File: src/rtl/pid_ppm_encoder.sv
// -----------------------------------------------------------------------------
// pid_ppm_encoder
//
// Turns the four clamped PID outputs (roll, pitch, throttle, yaw) into a
// standard 4-channel PPM stream for the RC transmitter trainer port.
// Incoming values land in a staging set; the whole set is copied into a
// shadow set once per frame, so a frame never mixes old and new channels.
//
// Ports
//   clk                 in   1   system clock
//   reset               in   1   synchronous, active-high
//   sink_data_valid     in   1   strobe: write sink_pid into sink_channel
//   sink_channel        in   2   channel index 0..3
//   sink_pid            in   15  signed PID value, nominal [0,12240]
//   ppm_out             out  1   PPM stream
//   source_frame_start  out  1   one-cycle pulse marking the start of a frame
//   source_channel      out  3   channel being emitted, 4 = closing sep / sync
// -----------------------------------------------------------------------------
module pid_ppm_encoder #(
    parameter int unsigned FRAME_TICKS = 1000000,
    parameter int unsigned MIN_TICKS   = 50000,
    parameter int unsigned SCALE_MUL   = 16731,
    parameter int unsigned SCALE_SHIFT = 12,
    parameter int unsigned SEP_TICKS   = 15000,
    parameter int unsigned NEUTRAL     = 6120,
    parameter logic        IDLE_LEVEL  = 1'b1
) (
    input  logic        clk,
    input  logic        reset,
    input  logic        sink_data_valid,
    input  logic [1:0]  sink_channel,
    input  logic [14:0] sink_pid,
    output logic        ppm_out,
    output logic        source_frame_start,
    output logic [2:0]  source_channel
);

    typedef enum logic [1:0] {
        S_LOAD,
        S_SEP,
        S_CH,
        S_SYNC
    } state_t;

    localparam logic [14:0] PID_MAX    = 15'd12240;
    localparam logic [14:0] NEUTRAL_V  = 15'(NEUTRAL);
    localparam logic [31:0] FRAME_LAST = 32'(FRAME_TICKS - 1);
    localparam logic [31:0] SEP_LAST   = 32'(SEP_TICKS - 1);
    localparam logic [31:0] SEP_W      = 32'(SEP_TICKS);
    localparam logic [31:0] MIN_W      = 32'(MIN_TICKS);
    localparam logic [31:0] MUL_W      = 32'(SCALE_MUL);

    logic [14:0] staging [4];
    logic [14:0] shadow  [4];
    state_t      state;
    logic [2:0]  ch;
    logic [31:0] seg_cnt;
    logic [31:0] frame_cnt;
    logic [31:0] width_cur;
    logic [14:0] pid_clamped;
    logic [31:0] product;

    // Clamp the incoming value to the legal stick range and form the span
    // product for whichever channel is currently selected. Only ch[1:0] is
    // used for the lookup; when ch is 4 the result is simply not consumed.
    always_comb begin
        pid_clamped = sink_pid;
        if (sink_pid[14]) begin
            pid_clamped = '0;
        end else if (sink_pid > PID_MAX) begin
            pid_clamped = PID_MAX;
        end
        product = {17'd0, shadow[ch[1:0]]} * MUL_W;
    end

    // Staging set: written by the PID side at any time. A write in the same
    // cycle as the frame load lands here only and shows up one frame later.
    always_ff @(posedge clk) begin
        if (reset) begin
            for (int i = 0; i < 4; i++) begin
                staging[i] <= NEUTRAL_V;
            end
        end else if (sink_data_valid) begin
            staging[sink_channel] <= pid_clamped;
        end
    end

    // Width of the current channel, registered from the shadow set. It
    // settles one cycle into each separator, long before the channel body
    // that consumes it.
    always_ff @(posedge clk) begin
        if (reset) begin
            width_cur <= '0;
        end else begin
            width_cur <= MIN_W + (product >> SCALE_SHIFT);
        end
    end

    // Frame sequencer. The frame counter free-runs and wraps, and the only
    // way back to S_LOAD is through its last count, so the frame period is
    // exact regardless of channel content. Separator leading edges are
    // spaced by the full channel width because the body lasts width-SEP.
    always_ff @(posedge clk) begin
        if (reset) begin
            state              <= S_LOAD;
            ch                 <= '0;
            seg_cnt            <= '0;
            frame_cnt          <= '0;
            ppm_out            <= IDLE_LEVEL;
            source_frame_start <= 1'b0;
            source_channel     <= '0;
            for (int i = 0; i < 4; i++) begin
                shadow[i] <= NEUTRAL_V;
            end
        end else begin
            source_frame_start <= 1'b0;
            if (frame_cnt == FRAME_LAST) begin
                frame_cnt <= '0;
            end else begin
                frame_cnt <= frame_cnt + 32'd1;
            end

            case (state)
                S_LOAD: begin
                    for (int i = 0; i < 4; i++) begin
                        shadow[i] <= staging[i];
                    end
                    ch                 <= '0;
                    seg_cnt            <= '0;
                    source_frame_start <= 1'b1;
                    source_channel     <= '0;
                    ppm_out            <= ~IDLE_LEVEL;
                    state              <= S_SEP;
                end

                S_SEP: begin
                    if (seg_cnt == SEP_LAST) begin
                        seg_cnt <= '0;
                        ppm_out <= IDLE_LEVEL;
                        if (ch < 3'd4) begin
                            state <= S_CH;
                        end else begin
                            state <= S_SYNC;
                        end
                    end else begin
                        seg_cnt <= seg_cnt + 32'd1;
                    end
                end

                S_CH: begin
                    if (seg_cnt == width_cur - SEP_W - 32'd1) begin
                        seg_cnt        <= '0;
                        ch             <= ch + 3'd1;
                        source_channel <= ch + 3'd1;
                        ppm_out        <= ~IDLE_LEVEL;
                        state          <= S_SEP;
                    end else begin
                        seg_cnt <= seg_cnt + 32'd1;
                    end
                end

                S_SYNC: begin
                    if (frame_cnt == FRAME_LAST) begin
                        state <= S_LOAD;
                    end
                end

                default: begin
                    state <= S_LOAD;
                end
            endcase
        end
    end

endmodule

File: config.mk
export PLATFORM = sky130hd
export DESIGN_NAME = pid_ppm_encoder
export DESIGN_NICKNAME = d
export VERILOG_FILES = /design/src/rtl/pid_ppm_encoder.sv
export SDC_FILE = /design/constraint.sdc
export NUM_CORES = 1
export LEC_CHECK = 0
export ABC_AREA = 1
export CAP_MARGIN = 20
export CELL_PAD_IN_SITES_DETAIL_PLACEMENT = 1
export CELL_PAD_IN_SITES_GLOBAL_PLACEMENT = 1
export CORE_MARGIN = 1.5
export CORE_UTILIZATION = 53
export CTS_CLUSTER_SIZE = 16
export DETAILED_ROUTE_END_ITERATION = 16
export PLACE_DENSITY = 0.86
export SLEW_MARGIN = 0
export SYNTH_ARGS = -nofsm -noshare
export SYNTH_HDL_FRONTEND = slang
export SYNTH_SLANG_ARGS = --single-unit
File: constraint.sdc
create_clock -name clk -period 11.25 [get_ports clk]
set_input_delay 2.25 -clock clk [delete_from_list [all_inputs] [get_ports clk]]
set_output_delay 2.25 -clock clk [all_outputs]
set_load 0.005 [all_outputs]
==> reports/results.env <==
CTS_REPAIR_RESIZE_COUNT=0
WORSTHOLDPATHTYPE='flip-flop to flip-flop'
WORST_SETUP_START_KIND='flip-flop'
SYNTHESIS.INSTANCES=1727
N_ANTENNA_CELL=0
FINAL_CRITICAL_PATH_SETUP_SLACK_PS=3790
TIMING.FINAL.SETUP_VIOLATIONS=0
RSZ_0062_RAISED_AFTER_GLOBAL_ROUTING='false'
CP_DATA_REQUIRED_TIME_PS=11680
CLOCKROOTBUFFER='sky130_fd_sc_hd__clkbuf_16'
GRTUSAGETOTAL=0.306
TIMING.SETUP.CRITICAL_PATH_CLASS='flip-flop to flip-flop'
POST-PLACE-CELLS=2045
GR-TOTAL-OVERFLOW=0
YS_FF_LATCH=203
CTS_POST_SETUP_BUFFERS_INSERTED=0
TIMING_WORST_SLEW_PIN_VALUE_PS=1080
POST_DETAILED_PLACEMENT_HALF_PERIMETER_WIRELENGTH_MM=31.6
TRITONCTS_CLOCK_TREE='built'
CTS_MAX_LEVEL=1
FIN_TNS_SETUP_PS=0
ANTENNA_FOUND_INITIAL=0
DETAIL_ROUTE.ITER0.VIOLATIONS=681
TIMING.FINAL.MAX_SLEW_VIOLATIONS=0
IO_BUFFER_COUNT=24
LAYOUT.CELL_AREA.NON_FILLER_UM2=15400
FINALNONFILLERCELLS=2088
SYN-NUM-NETS=1916
CLOCK_TRANSITION_AT_PATH_REGS_PS=60
OUTCOME='complete, no violations'
VIAS=11893
SYNTH_TOP_FLOP_CELL='sky130_fd_sc_hd__edfxtp_1'
START_UTIL=0.543
TRITONCTS.NUM_BUFFERS=23
GLOBAL_ROUTE_WIRE_LENGTH_BEFORE_REPAIR_MM=68.1
GRT_START_MAX_NET_PINS=57
CTS_SINKS=203
SEQ_AREA_FRAC_SYNTH=0.366
TIMING.MAX_CAP.VIOLATIONS=0
DESIGN.FINAL.NETS=1925
WL_PER_CELL_UM=20.0
MULTIINPUTGATEAREA_UM2=7780
CRITPATHCAPTURETYPE='flip-flop'
WORST-PATH-MAX-FANOUT=29
HOLD_VIOL=0
POSTROUTEWIRELENGTH_MM=41.8
CRITICAL_PATH.MOST_COMMON_CELL='sky130_fd_sc_hd__nand2_1'
FF_LATCH_AREA_UM2=5180
FLOW.AREA_GROWTH_FROM_SYNTHESIS_PCT=8.90
YS_WARN_COUNT=0
DIE_Y_UM=167
CORE.ROWCOUNT=59
REG2REG_SETUP_SLACK_PS=3790
YS_ASYNC_SR_FRACTION=0
DRT-VIAS-PER-INSTANCE=5.70
DIE_WIDTH_UM=167
NUMBER_OF_GLOBAL_ROUTE_VIAS_BEFORE_REPAIR=13258
NUMBER_OF_DISTINCT_LIBRARY_CELL_VARIANTS_IN_THE_GATE_LEVEL_NETLIST_AFTER_SYNTHESIS=52
WORST-ENDPOINT-ARRIVAL_PS=7890
POST-ROUTE-PERIOD-UTIL=0.663
WORST_CLOCK_SKEW_PS=40.2
FP.DIEAREA_UM2=27700
FILLER_CELL_COUNT=3187
CLOCK_PATH_BUFFERS=3
IOS=25
LAYOUT_COMMONEST_CELL='sky130_fd_sc_hd__nand2_1'
POSTCTSHOLDBUFS=0
PLACEMENT.SETUP.WORST_SLACK_PS=3970
SYNTH-EDFF-COUNT=112
CORE_AREA_UM2=26100
MAPPED_AVG_CELL_AREA_UM2=8.21
GPL.FINAL_WEIGHTED_CONGESTION=0.879
HIGHEST_COUNT_CELLS_IN_THE_LAYOUT_IGNORING_FILL_AND_TAPS='sky130_fd_sc_hd__nand2_1, sky130_fd_sc_hd__inv_1, sky130_fd_sc_hd__nor2_1'
SLEW_HEADROOM=0.280
CPMAXSTAGEDELAYCELL='sky130_fd_sc_hd__clkinv_1'
ANTENNA_LEFT=0
SHARE_OF_POST_ROUTE_CELLS_WITH_DRIVE_STRENGTH_ABOVE_1=0.0850
SYNTH_AREA_UM2=14200
MAXCLOCKFREQUENCY_MHz=134
DRT_DRC_VIOLATIONS_LEFT=0
DR.PASS1.ITERS=5
WORST_SKEW_PAIR.LATE_LATENCY_PS=540
PLACED_AREA_UM2=14700
TIMING.CRITICAL_PATH.SLOWEST_CELL_DELAY_PS=640
FIN_CRIT_PS=7460
[cell usage after synthesis, drive strengths merged, types with 11 or more instances]
library cell | count | share of area
nand2 | 325 | 0.088
inv | 269 | 0.071
nor2 | 214 | 0.059
ha | 128 | 0.11
edfxtp | 112 | 0.24
nand3 | 99 | 0.045
dfxtp | 91 | 0.13
a21oi | 90 | 0.032
o21ai | 60 | 0.021
xor2 | 56 | 0.035
fa | 41 | 0.058
or2 | 38 | 0.017
clkbuf | 36 | 0.0095
nand4 | 28 | 0.012
nor3 | 27 | 0.011
xnor2 | 22 | 0.014
nor4 | 20 | 0.0097
o22ai | 13 | 0.0057
buf | 11 | 0.0051
[path summary, 6_finish.rpt]
kind / from / end / cells after the start
min: frame_cnt[31] / frame_cnt[31] / 2
min reg2reg: frame_cnt[31] / frame_cnt[31] / 2
max: flip-flop / width_cur[16] / 28
max reg2reg: flip-flop / width_cur[16] / 28
[registers in the layout (all words and copies together), names as in the netlist, named ones only]
| signal | count |
|---|---|
| seg_cnt | 32 |
| source_frame_start | 1 |
| staging | 56 |
| state | 2 |
| ppm_out | 1 |
| frame_cnt | 32 |
| ch | 3 |
| shadow | 56 |
| width_cur | 18 |
[final cells by class]
type                    count  share of cell area
inverters                 270              0.0656
clock inverters            16             0.00964
multi-input cells        1207               0.504
clock buffers              26              0.0380
repair buffers             31              0.0199
flip-flops and latches    203               0.336
well taps                 335              0.0271
[routing by layer]
| layer | vias up | global-route usage | routed length [µm] |
|---|---|---|---|
| li1 | 5633 | - | - |
| met1 | 5866 | 0.356 | 17200 |
| met2 | 280 | 0.568 | 21700 |
| met3 | 114 | 0.0328 | 1310 |
| met4 | 0 | 0.134 | 1610 |
| met5 | - | 0 | 0 |
[worst max-delay path: cells and delay by family (launching register included)]
kind,cells,cell delay (ps)
xor gates and xnor gates,1,390
DFF,1,310
and+or+nand+nor,11,1270
buffers and inverters,6,1180
AOI/OAI and AO/OA,3,1130
adders and majority gates,7,3100
[kinds of logic (layout without fill, tap and decap cells)]
logic type	count (synthesis)	in the layout	share of synthesized area
buffers and inverters	317	343	0.0861
and+or+nand+nor	769	769	0.254
AOI/OAI and AO/OA	191	191	0.0753
xor gates and xnor gates	78	78	0.0482
adders and majority gates	169	169	0.171
DFF	203	203	0.366
[metrics by stage]
stage / hold slack [ps] / utilization
after global routing: 499 / 0.591
final: 481 / 0.591
after floorplan: 430 / -
after CTS: 483 / 0.590
after detailed placement: 478 / 0.562
after global placement: 446 / 0.562
Power is left out: the tool's default activity adds up to more than one toggle a clock period on the data nets, which glitch-free logic cannot reach.
